==> src/rtl/spi_target_bridge.sv <==
// SPI mode-0 target that turns host frames into word-aligned 32-bit bus reads and writes.
// state   | meaning
// IDLE    | CS high, waiting for a frame
// CMD     | shifting in the command byte
// ADDR    | shifting in the 4-byte big-endian address
// WDATA   | shifting in write words, one bus write per 4 bytes
// RDUMMY  | dummy byte while the first read is in flight
// RDATA   | shifting out prefetched read words
// IGNORE  | unknown command, absorb bits until CS rises
module spi_target_bridge #(
  parameter int SYNC_STAGES = 2
) (
  input  logic        clk,
  input  logic        rst,
  input  logic        spi_sck_in,
  input  logic        spi_cs_n_in,
  input  logic        spi_mosi_in,
  output logic        spi_miso_out,
  output logic        spi_miso_oe,
  output logic [31:0] bus_addr,
  output logic [31:0] bus_wdata,
  input  logic [31:0] bus_rdata,
  output logic        bus_we,
  output logic        bus_re,
  input  logic        bus_busy,
  output logic        active,
  output logic        err
);

  typedef enum logic [2:0] {
    S_IDLE, S_CMD, S_ADDR, S_WDATA, S_RDUMMY, S_RDATA, S_IGNORE
  } state_t;

  state_t state, state_nxt;

  logic [SYNC_STAGES-1:0] sck_sync, cs_sync, mosi_sync;
  logic sck_d, cs_d;
  logic sck_s, cs_s, mosi_s;

  logic [2:0]  bit_cnt;
  logic [1:0]  byte_cnt;
  logic [7:0]  shift_in;
  logic [23:0] word_acc;
  logic        is_read;
  logic [31:0] cur_addr;
  logic [31:0] pf;
  logic        pf_valid;
  logic        rd_discard;
  logic        load_pending;
  logic [30:0] sh;
  logic        miso;

  always_ff @(posedge clk) begin
    if (rst) begin
      sck_sync  <= '0;
      cs_sync   <= '1;
      mosi_sync <= '0;
      sck_d     <= 1'b0;
      cs_d      <= 1'b1;
    end else begin
      sck_sync  <= {sck_sync[SYNC_STAGES-2:0], spi_sck_in};
      cs_sync   <= {cs_sync[SYNC_STAGES-2:0], spi_cs_n_in};
      mosi_sync <= {mosi_sync[SYNC_STAGES-2:0], spi_mosi_in};
      sck_d     <= sck_s;
      cs_d      <= cs_s;
    end
  end

  assign sck_s  = sck_sync[SYNC_STAGES-1];
  assign cs_s   = cs_sync[SYNC_STAGES-1];
  assign mosi_s = mosi_sync[SYNC_STAGES-1];

  logic sck_rise, sck_fall, cs_fall, cs_rise, in_frame;
  logic bit_rise, bit_fall, byte_done, word_done;
  logic [7:0]  byte_val;
  logic [31:0] full_word, addr_aligned, launch_addr;
  logic xfer, rd_req, rd_go, wr_word, req_done;

  assign sck_rise  = sck_s & ~sck_d;
  assign sck_fall  = ~sck_s & sck_d;
  assign cs_fall   = ~cs_s & cs_d;
  assign cs_rise   = cs_s & ~cs_d;
  assign in_frame  = (state != S_IDLE) & ~cs_s;
  assign bit_rise  = sck_rise & in_frame;
  assign bit_fall  = sck_fall & in_frame;
  assign byte_val  = {shift_in[6:0], mosi_s};
  assign byte_done = bit_rise & (bit_cnt == 3'd7);
  assign word_done = byte_done & (byte_cnt == 2'd3);

  assign full_word    = {word_acc, byte_val};
  assign addr_aligned = {full_word[31:2], 2'b00};
  assign launch_addr  = (state == S_ADDR) ? addr_aligned : cur_addr;

  // A missed transfer with the read still outstanding lets that read feed the next word.
  assign xfer     = bit_fall & (state == S_RDATA) & load_pending;
  assign rd_req   = (word_done & (state == S_ADDR) & is_read) | (xfer & (pf_valid | ~bus_re));
  assign rd_go    = rd_req & ~bus_re & ~bus_we;
  assign wr_word  = word_done & (state == S_WDATA);
  assign req_done = (bus_re | bus_we) & ~bus_busy;

  always_ff @(posedge clk) begin
    if (rst) state <= S_IDLE;
    else     state <= state_nxt;
  end

  always_comb begin
    state_nxt = state;
    if (cs_rise) begin
      state_nxt = S_IDLE;
    end else begin
      case (state)
        S_IDLE:   if (cs_fall) state_nxt = S_CMD;
        S_CMD:    if (byte_done)
                    state_nxt = (byte_val == 8'h02 || byte_val == 8'h03) ? S_ADDR : S_IGNORE;
        S_ADDR:   if (word_done) state_nxt = is_read ? S_RDUMMY : S_WDATA;
        S_RDUMMY: if (byte_done) state_nxt = S_RDATA;
        default:  state_nxt = state;
      endcase
    end
  end

  always_ff @(posedge clk) begin
    if (rst) begin
      active       <= 1'b0;
      err          <= 1'b0;
      bit_cnt      <= '0;
      byte_cnt     <= '0;
      shift_in     <= '0;
      word_acc     <= '0;
      is_read      <= 1'b0;
      cur_addr     <= '0;
      pf           <= '0;
      pf_valid     <= 1'b0;
      rd_discard   <= 1'b0;
      load_pending <= 1'b0;
      sh           <= '0;
      miso         <= 1'b0;
      bus_addr     <= '0;
      bus_wdata    <= '0;
      bus_we       <= 1'b0;
      bus_re       <= 1'b0;
    end else begin
      active <= ~cs_s;

      if (bit_rise) begin
        shift_in <= byte_val;
        bit_cnt  <= bit_cnt + 3'd1;
      end
      if (byte_done) begin
        word_acc <= {word_acc[15:0], byte_val};
        byte_cnt <= (state_nxt != state) ? 2'd0 : byte_cnt + 2'd1;
      end
      if (byte_done && state == S_CMD) is_read <= (byte_val == 8'h03);
      if (word_done && state == S_ADDR) cur_addr <= addr_aligned;

      if (req_done) begin
        bus_we <= 1'b0;
        bus_re <= 1'b0;
        if (bus_re) begin
          if (!rd_discard) begin
            pf       <= bus_rdata;
            pf_valid <= 1'b1;
          end
          rd_discard <= 1'b0;
        end
      end

      if (rd_go) begin
        bus_re   <= 1'b1;
        bus_addr <= launch_addr;
        cur_addr <= launch_addr + 32'd4;
      end

      if (wr_word) begin
        if (bus_we || bus_re) begin
          err <= 1'b1;
        end else begin
          bus_we    <= 1'b1;
          bus_wdata <= full_word;
          bus_addr  <= cur_addr;
          cur_addr  <= cur_addr + 32'd4;
        end
      end

      if ((byte_done && state == S_RDUMMY) || (word_done && state == S_RDATA))
        load_pending <= 1'b1;

      if (bit_fall) begin
        if (state == S_RDATA) begin
          if (load_pending) begin
            load_pending <= 1'b0;
            if (pf_valid) begin
              sh       <= pf[30:0];
              miso     <= pf[31];
              pf_valid <= 1'b0;
            end else begin
              err  <= 1'b1;
              sh   <= '1;
              miso <= 1'b1;
            end
          end else begin
            sh   <= {sh[29:0], 1'b0};
            miso <= sh[30];
          end
        end else begin
          miso <= 1'b0;
        end
      end

      if (cs_rise) begin
        pf_valid     <= 1'b0;
        load_pending <= 1'b0;
        if (bus_re && !req_done) rd_discard <= 1'b1;
      end

      if (cs_fall) begin
        bit_cnt  <= '0;
        byte_cnt <= '0;
        err      <= 1'b0;
      end
    end
  end

  assign spi_miso_out = miso;
  assign spi_miso_oe  = ~cs_s;

endmodule

==> config.mk <==
export PLATFORM = sky130hd
export DESIGN_NAME = spi_target_bridge
export DESIGN_NICKNAME = d
export VERILOG_FILES = /design/src/rtl/spi_target_bridge.sv
export SDC_FILE = /design/constraint.sdc
export NUM_CORES = 1
export LEC_CHECK = 0
export BUFFER_PORTS_ARGS = -buffer_cell sky130_fd_sc_hd__buf_4
export CAP_MARGIN = 5
export CORE_MARGIN = 2
export CORE_UTILIZATION = 40
export CTS_BUF_LIST = sky130_fd_sc_hd__clkbuf_8
export DETAILED_ROUTE_END_ITERATION = 8
export PLACE_DENSITY = 0.6
export SETUP_SLACK_MARGIN = 0.02
export SLEW_MARGIN = 30
export SYNTH_ARGS = -nofsm -noshare
export SYNTH_HDL_FRONTEND = slang
export SYNTH_SLANG_ARGS = --single-unit
==> constraint.sdc <==
create_clock -name clk -period 5.62 [get_ports clk]
set_input_delay 0.281 -clock clk [delete_from_list [all_inputs] [get_ports clk]]
set_output_delay 0.281 -clock clk [all_outputs]
set_load 0.01 [all_outputs]
# Word-level counts from Yosys, hierarchy flattened
# Index checks and enable logic that the tools add are counted.
[totals]
inputBits = 38
output_inout_bits = 70
regBits = 215
[classes]
n_eq_ne = 10
bitwise = 30
muxes = 48
n_reduce_logical = 17
addsub = 4
[op_table]
columns = ["operator", "n"]
rows = [
  ["$mux W32", 8],
  ["$add A32 B3 Y32 const B", 2],
  ["$mux W31", 2],
  ["$mux W1", 29],
  ["$mux W3", 7],
  ["$and A1 B1 Y1", 18],
  ["$eq A8 B2 Y1 const B", 2],
  ["$pmux W3 S4", 1],
  ["$eq A3 B3 Y1 const B", 3],
  ["$not A1 Y1", 9],
  ["$eq A3 B2 Y1 const B", 2],
  ["$logic_and A1 B1 Y1", 5],
  ["$reduce_and A2 Y1", 2],
  ["$reduce_or A2 Y1", 2],
  ["$add A3 B1 Y3 const B", 1],
  ["$eq A3 B1 Y1 const B", 1],
  ["$logic_not A3 Y1", 1],
  ["$logic_or A1 B1 Y1", 3],
  ["$ne A3 B3 Y1", 1],
  ["$or A1 B1 Y1", 3],
  ["$reduce_and A3 Y1", 1],
  ["$reduce_bool A3 Y1", 1],
  ["$add A2 B1 Y2 const B", 1],
  ["$eq A2 B2 Y1 const B", 1],
  ["3 further kinds", 3],
]

# Depth between registers and ports, before layout
# Gate-level depths: netlist of run 1.
[depth]
word_depth = 13
ltp_mapped = 13

# Worst setup path before layout of run 1
# Ideal clock, no wire load.
[synth_timing]
path_type = "register to register"
startpoint = "register state[1]"
endpoint = "register cur_addr[18]"
stages_incl_launch_ff = 13
synth_period_minus_slack_ns = 2.432
t_arrival_ns = 2.310
setup_time_ns = 0.122
setup_slack_ns = 3.188
cell_sequence = "dfxtp_1 or3b_1 buf_6 buf_6 nand2_1 nand2_1 ha_1 and4_1 clkbuf_1 o211ai_4 nor2_2 xor2_1 o311a_1"
[synth_via]
elab_chain_len = 13
elab_cells_between_ends = 25
[synth_lines]
columns = ["element", "line", "rtl"]
rows = [
  ["from (decl)", "34", "state_t state, state_nxt;"],
  ["from (signal assigned)", "103", "else state <= state_nxt;"],
  ["parallel branches: the longest is 12 deep, another holds $add A32 B3 Y32", "n/a", ""],
  ["$mux W32 *", "174", "if (wr_word) begin"],
  ["to (signal assigned)", "154", "if (word_done && state == S_ADDR) cur_addr <= addr_aligned;"],
  ["to (signal assigned)", "171", "cur_addr <= launch_addr + 32'd4;"],
  ["to (signal assigned)", "181", "cur_addr <= cur_addr + 32'd4;"],
  ["to (decl)", "45", "logic [31:0] cur_addr;"],
]
# Mark *: on every way between the ends.
# A chain may end at the register's enable or synchronous reset.

# Worst setup path after layout of run 1
[layout_timing]
startpoint = "register state[1]"
endpoint = "register cur_addr[28]"
# Same word-level chain as after synthesis.

==> results.ini, run 1 <==
[run_status]
status = finished, final reports clean

[synthesis]
yosys_warnings = 0
ys_types = 71
synth-main-ff-cell = dfxtp_1
synth_most_common_cell = nand2_1
synth_edf_count = 0
synth-seq-cells = 215
syn_area_um2 = 10600
yosys-top-cells-area = dfxtp_1 41%, nand2_1 10%, a21oi_1 6.9%, nor2_1 4.4%, clkbuf_1 2.5%
synthesis.nets = 1433
ys_top_cells_by_count = 295 x nand2_1, 215 x dfxtp_1, 146 x a21oi_1
netlist_instances = 1390
synth_top_area_share_pct = 40.7
syn_avg_cell_area_um2 = 7.61
synth.yosys.seq_area_share_pct = 40.7
netlist.top_cell.by_area = dfxtp_1
synthArstFlopShare_pct = 0

[detailed_routing]
dr.pass1.iters = 5
post_drt_via_cell_ratio = 5.57
vias = 10100
wl_um = 31700
drcViolationCount = 0
postRouteAntennaNets = 0
drtIter0Drc = 990
routedWlPerCell_um = 17.4

[finish]
register_area_um2 = 4300
syn_to_final_growth_pct = 17.9
nFillCells = 2608
multiInputGateArea_um2 = 5670
drive_gt1_share_pct = 13.9
antennaDiodeCount = 0
nets = 1500
fin_util_pct = 48.0

[timing]
hold_viol_final = 0
drv_slew = 0
worstMarginPinSlew_ps = 939
grt_setup_unrepaired = false
fmax_ghz = 0.306
setup_tns_ps = 0
skew_ps = 30.4
post-route-period-util_pct = 58.1
setup_viol = 0
min_period_ps = 3260
max-slew-margin-rel_pct = 37.4

[setup_path]
cp_max_fo = 30
path_class = reg -> reg
crit_chain = nor3b_2, buf_4, nand2_1, nand2_1, ha_1, and4_1, o211ai_1, nor3_1, xor2_1, a211oi_1
slowest_delay_ps = 560
cp-start-kind = register
rr_startpoint = state[1]
cp-startpoint = state[1]
cp-end-kind = register
path_buf_inv = 1
crit_family = simple AND/OR/NAND/NOR gates
slowest_stage = dfxtp_1
crit_required_ps = 6070
cp.arrival_ps = 3710
crit_top_cell = nand2_1

[clocking]
h-tree-depth = 2
clock_latency_ps = 560
cts_made_buffers = 39
cts.path.max_buffers = 3
clk_pin_slew_worst_paths_ps = 60
cts_tree = done
clkSinkCount = 215
cts_setup_buffers = 0
root_buffer = clkbuf_8

[job]
cap_viol_max_count = 0

[worst_hold_path]
hold_path_class = in -> reg
hold_start = rst

[global_routing]
grt_overflow = 0
grt_pass1_wl_um = 50700
grt_pass1_vias = 9319
antenna_found_initial = 0
grt_max_degree = 103
gr-usage-all-layers_pct = 22.1

[power_and_ir_drop]
p_leak_nw = 4.73
peakVddDrop_mv = 0.165
power.density_nw_per_um2 = 246

[floorplan]
core_um2 = 26000
initial_core_util_pct = 40.7
die_area_um2 = 27700
die-height_um = 167
num_rows = 59
die_x_um = 167
ioPinCount = 108

[place]
io_buffers = 107
place.gp.congestion = 0.890
dp_hpwl_um = 20000

-- repair_timing --
item	4_1_cts	5_1_grt
resized for setup	0	0
hold endpoints to repair	37	0
hold buffers	36	0
-- report_power, final --
group          switching, mW  internal [mW]
sequential           0.00304           1.53
combinational         0.0385         0.0389
clock                  0.666          0.791
-- layout make-up --
cell class	count	area share, %
clock buffer	49	5.41
clock inverter	19	0.823
inverter	12	0.361
multi-input combinational	1035	45.5
sequential	215	34.5
tap	335	3.36
timing repair buffer	154	10.0
-- per-layer routing --
layer  global-route usage, %  up-vias  wire (µm)
met5                       0        -          0
met4                    6.30        0        620
met3                    5.18       48       2750
met2                    33.3      393      13600
met1                    31.7     4720      14700
li1                        -     4973          -
-- per-stage QoR --
step	hold WS, ps	worst slack (ps)	area [µm²]	instances	power, mW
2_1_floorplan	385	3190	10600	1390	1.59
3_3_place_gp	403	2360	11300	1715	1.62
3_5_place_dp	400	2490	11300	1715	1.62
4_1_cts	238	2440	12500	1819	3.10
5_1_grt	286	2150	12500	1819	3.18
6_report	221	2360	12500	1819	3.07
-- state kept, by name (all words and copies together), names as in the netlist, 2 cells and up, named ones only --
| signal | flops |
|---|---|
| state | 3 |
| cs_sync | 2 |
| sh | 31 |
| bus_wdata | 32 |
| sck_sync | 2 |
| cur_addr | 32 |
| bit_cnt | 3 |
| pf | 32 |
| byte_cnt | 2 |
| shift_in | 7 |
| bus_addr | 32 |
| mosi_sync | 2 |
| word_acc | 24 |
-- kinds of logic after synthesis --
kind of cell	synth area share [%]
AO/OA/AOI/OAI	17.0
XOR/XNOR	3.65
buffers and inverters	5.98
AND/OR/NAND/NOR	29.3
flip-flops	40.7
multiplexers	2.81
adder cells (fa/ha/maj)	0.592
-- layout by cell type (no fill, tap or decap), types with 5 or more instances in the layout --
cell type      instances
a211oi_1              22
a21oi_1              146
a31oi_1               19
and3_1                18
and4_1                 6
buf_4                117
clkbuf_8              49
dfxtp_1              215
dlygate4sd3_1         36
ha_1                   5
inv_1                 27
mux2i_1               26
nand2_1              294
nand2b_1               6
nand3_1               47
nand3b_1               7
nand4_1               12
nor2_1               123
nor2b_1                8
nor3_1                41
nor4_1                33
o211ai_1              23
o21ai_0               44
o221ai_1               5
o22ai_1                9
or3_1                 21
xnor2_1               20
xor2_1                24
-- path summary, 6_finish.rpt --
path             endpoint  slack (ps)  cells past startpoint
max          cur_addr[28]        2360                     10
min reg2reg    cs_sync[1]         420                      1
min          mosi_sync[0]         220                      2
max reg2reg  cur_addr[28]        2360                     10
-- worst register-to-register path, stage by stage (launching register included) --
cell      delay, ps
dfxtp_1         560
nor3b_2         230
buf_4           370
nand2_1         100
nand2_1         110
ha_1            430
and4_1          500
o211ai_1        230
nor3_1          310
xor2_1          100
a211oi_1        220
Power figures use the tool's default switching activity.
==> inputs of run 2 (changes only) <==
--- a/config.mk
+++ b/config.mk
@@ -11,7 +11,7 @@
 export CORE_UTILIZATION = 40
 export CTS_BUF_LIST = sky130_fd_sc_hd__clkbuf_8
 export DETAILED_ROUTE_END_ITERATION = 8
-export PLACE_DENSITY = 0.6
+export PLACE_DENSITY = 0.62
 export SETUP_SLACK_MARGIN = 0.02
 export SLEW_MARGIN = 30
 export SYNTH_ARGS = -nofsm -noshare
==> constraint.sdc (replaced) <==
create_clock -name clk -period 2.65 [get_ports clk]
set_input_delay 0.1325 -clock clk [delete_from_list [all_inputs] [get_ports clk]]
set_output_delay 0.1325 -clock clk [all_outputs]
set_load 0.01 [all_outputs]
==> results.ini, run 2 (same netlist as run 1, synthesis figures left out) <==
[run_status]
status = finished, final reports clean

[global_routing]
gr-usage-all-layers_pct = 24.1
grt_overflow = 0
grt_pass1_wl_um = 54800
grt_pass1_vias = 9994
grt_max_degree = 152
antenna_found_initial = 0

[clocking]
h-tree-depth = 2
root_buffer = clkbuf_8
cts-resized-gates = 0
clock_latency_ps = 570
cts.path.max_buffers = 3
cts_made_buffers = 40
clkSinkCount = 215
cts_tree = done
clk_pin_slew_worst_paths_ps = 60
cts_setup_buffers = 0

[setup_path]
path_class = reg -> reg
cp-startpoint = state[2]
rr_startpoint = state[2]
cp-end-kind = register
crit_chain = or3b_2, buf_4, nor3_2, nor2_1, buf_4, nor4_1, xor2_1, a211oi_1
cp-start-kind = register
slowest_stage = or3b_2
slowest_delay_ps = 490
path_buf_inv = 2
cp.arrival_ps = 2920
crit_family = simple AND/OR/NAND/NOR gates
cp_max_fo = 23
crit_required_ps = 3130
crit_top_cell = buf_4

[timing]
grt_setup_unrepaired = false
post-route-period-util_pct = 92.2
setup_ws_ps = 207
fmax_ghz = 0.409
hold_viol_final = 0
drv_slew = 0
skew_ps = 33.0
whs_ps = 330
worstMarginPinSlew_ps = 737
min_period_ps = 2440
setup_viol = 0
max-slew-margin-rel_pct = 50.4
setup_tns_ps = 0

[finish]
fin_cells = 1885
fin_util_pct = 50.4
register_area_um2 = 4300
final_cell_mix = 295 x nand2_1, 215 x dfxtp_1, 173 x buf_4, 146 x a21oi_1, 123 x nor2_1
layout_commonest_cell = nand2_1
drive_gt1_share_pct = 17.6
syn_to_final_growth_pct = 23.8
nFillCells = 2582
nets = 1565
stdcell_area_um2 = 13100
multiInputGateArea_um2 = 5650
antennaDiodeCount = 0

[place]
place.gp.congestion = 0.937
placed_area_um2 = 11900
dp.cells = 1778
dp_hpwl_um = 22800
io_buffers = 107
dp_slack_ps = 235

[detailed_routing]
wl_um = 34000
routedWlPerCell_um = 18.1
drtIter0Drc = 712
drcViolationCount = 0
post_drt_via_cell_ratio = 5.56
dr.pass1.iters = 5
vias = 10500
postRouteAntennaNets = 0

[job]
cap_viol_max_count = 0

[worst_hold_path]
hold_start = spi_cs_n_in
hold_path_class = in -> reg

[power_and_ir_drop]
seqPwrFrac_pct = 47.7
clkPwrFrac_pct = 49.7
combinationalPowerShare_pct = 2.6
peakVddDrop_mv = 0.314
intPower_mw = 5.24
p_total_mw = 6.80
p_sw_mw = 1.56
p_leak_nw = 5.11
sw_frac_of_total_pct = 23.0
power.density_nw_per_um2 = 520

[floorplan]
num_rows = 59
ioPinCount = 108
core_um2 = 26000
die-height_um = 167
die_area_um2 = 27700
initial_core_util_pct = 40.7
die_x_um = 167

[run 2: power groups by stage]
| stage | Combinational (mW) | Sequential (mW) | Clock [mW] |
|---|---|---|---|
| global placement | 0.130 | 3.31 | 0 |
| floorplan | 0.0614 | 3.31 | 0 |
| global route | 0.188 | 3.24 | 3.62 |
| CTS | 0.174 | 3.24 | 3.46 |
| detailed placement | 0.130 | 3.31 | 0 |
| finish | 0.175 | 3.24 | 3.38 |
[run 2: final timing paths]
check,end,slack [ps],depth (start not counted)
worst max-delay path,cur_addr[25],210,8
worst min-delay path,cs_sync[0],330,3
worst max register to register,cur_addr[25],210,8
worst min register to register,cs_sync[1],410,1
[run 2: worst min-delay path: cells and delay by family]
| kind | cells | cell delay, ps |
|---|---|---|
| buf+inv | 2 | 630 |
| simple gates | 1 | 80 |
[run 2: routing by layer]
| layer | part of all wire [%] | GRT usage, % | up-vias |
|---|---|---|---|
| li1 | - | - | 5119 |
| met5 | 0 | 0 | - |
| met4 | 2.7 | 7.76 | 0 |
| met2 | 44 | 37.2 | 389 |
| met3 | 7.0 | 4.35 | 70 |
| met1 | 47 | 34.2 | 4897 |
[run 2: timing repair]
| action | CTS | global route |
|---|---|---|
| setup endpoints to repair | 0 | 0 |
| endpoints found under the hold margin | 48 | 0 |
| hold buffers | 37 | 0 |
[run 2: area by class of cell]
cell class                 instances  area share (%)
sequential                       215            32.9
inverter                          12           0.344
timing repair buffer             218            13.9
clock inverter                    20            1.24
multi-input combinational       1035            43.2
clock buffer                      50            5.26
tap                              335            3.20
==> inputs of run 3 (changes only) <==
--- a/config.mk
+++ b/config.mk
@@ -7,11 +7,13 @@
 export LEC_CHECK = 0
 export BUFFER_PORTS_ARGS = -buffer_cell sky130_fd_sc_hd__buf_4
 export CAP_MARGIN = 5
+export CELL_PAD_IN_SITES_DETAIL_PLACEMENT = 0
+export CELL_PAD_IN_SITES_GLOBAL_PLACEMENT = 1
 export CORE_MARGIN = 2
 export CORE_UTILIZATION = 40
 export CTS_BUF_LIST = sky130_fd_sc_hd__clkbuf_8
 export DETAILED_ROUTE_END_ITERATION = 8
-export PLACE_DENSITY = 0.62
+export PLACE_DENSITY = 0.79
 export SETUP_SLACK_MARGIN = 0.02
 export SLEW_MARGIN = 30
 export SYNTH_ARGS = -nofsm -noshare
==> results.ini, run 3 (same netlist as run 1, synthesis figures left out) <==
[finish]
layout_commonest_cell = nand2_1
syn_to_final_growth_pct = 22.7
nFillCells = 2600
final_cell_mix = 295 x nand2_1, 215 x dfxtp_1, 170 x buf_4, 146 x a21oi_1, 123 x nor2_1
stdcell_area_um2 = 13000
register_area_um2 = 4300
multiInputGateArea_um2 = 5650
fin_cells = 1875
nets = 1561
drive_gt1_share_pct = 17.2
antennaDiodeCount = 0

[clocking]
cts_hold_buffers = 38
clock_latency_ps = 570
clk_pin_slew_worst_paths_ps = 60
cts_setup_buffers = 0
cts_made_buffers = 39
cts_tree = done
cts-resized-gates = 0
cts.path.max_buffers = 3
h-tree-depth = 2
clkSinkCount = 215
root_buffer = clkbuf_8

[place]
dp_hpwl_um = 22500
dp_slack_ps = 218
dp.cells = 1774
io_buffers = 107
place.gp.congestion = 0.913
placed_area_um2 = 11800

[power_and_ir_drop]
power.density_nw_per_um2 = 505
peakVddDrop_mv = 0.346
p_leak_nw = 5.04

[timing]
hold_viol_final = 0
worstMarginPinSlew_ps = 957
setup_viol = 0
min_period_ps = 2410
whs_ps = 342
drv_slew = 0
max-slew-margin-rel_pct = 36.2
grt_setup_unrepaired = false
setup_ws_ps = 236
fmax_ghz = 0.414
skew_ps = 35.0
post-route-period-util_pct = 91.1
setup_tns_ps = 0

[detailed_routing]
drtIter0Drc = 978
dr.pass1.iters = 5
vias = 10400
routedWlPerCell_um = 17.9
drcViolationCount = 0
postRouteAntennaNets = 0
wl_um = 33600
post_drt_via_cell_ratio = 5.54

[global_routing]
gr-usage-all-layers_pct = 23.7
grt_pass1_vias = 10000
grt_max_degree = 92
grt_overflow = 0
grt_pass1_wl_um = 54300
antenna_found_initial = 0

[floorplan]
ioPinCount = 108
num_rows = 59
die-height_um = 167
core_um2 = 26000
initial_core_util_pct = 40.7
die_x_um = 167
die_area_um2 = 27700

[worst_hold_path]
hold_path_class = in -> reg

[job]
cap_viol_max_count = 0

[setup_path]
cp_max_fo = 7
crit_required_ps = 3110
cp.arrival_ps = 2870
path_class = reg -> reg
cp-end-kind = register
cp-start-kind = register

[run_status]
status = finished, final reports clean

## run 3: layout make-up
cell class,count,area share [%]
clock buffer,51,5.41
clock inverter,12,0.521
inverter,12,0.347
multi-input combinational,1035,43.5
sequential,215,33.2
tap,335,3.23
timing repair buffer,215,13.8
## run 3: final timing paths
kind                                  from            to  slack [ps]  cells past startpoint
worst min register to register  cs_sync[0]    cs_sync[1]         410                      1
worst min-delay path            spi_sck_in   sck_sync[0]         340                      3
worst max-delay path              state[1]  cur_addr[18]         240                      9
worst max register to register    state[1]  cur_addr[18]         240                      9
## run 3: routing by layer
| metal | global-route usage [%] | up-vias | wire length [µm] |
|---|---|---|---|
| met5 | 0 | - | 0 |
| met4 | 6.71 | 0 | 588 |
| met3 | 3.99 | 46 | 2140 |
| met2 | 37.3 | 352 | 14900 |
| met1 | 33.7 | 4905 | 16000 |
| li1 | - | 5087 | - |
## run 3: metrics by stage
| step | utilization (%) | total power, mW |
|---|---|---|
| after global routing | 49.9 | 6.76 |
| after detailed placement | 45.5 | 3.44 |
| after global placement | 45.5 | 3.44 |
| final | 49.9 | 6.55 |
| after floorplan | - | 3.37 |
| after CTS | 49.9 | 6.62 |
## run 3: worst max-delay path: stages, from the launching register on
cell and delay, ps:
dfxtp_1 360, or3b_2 510, nand2_1 100, nand2_1 70
ha_1 230, and4_1 250, o211ai_4 330, nor2_2 60
xor2_1 140, o311a_1 280
## run 3: power breakdown
group	internal (mW)	leakage (nW)	switching [mW]	total (mW)
clock	1.72	0.425	1.42	3.14
combinational	0.0864	2.88	0.0854	0.172
sequential	3.24	1.73	0.00513	3.24
total	5.04	5.04	1.51	6.55
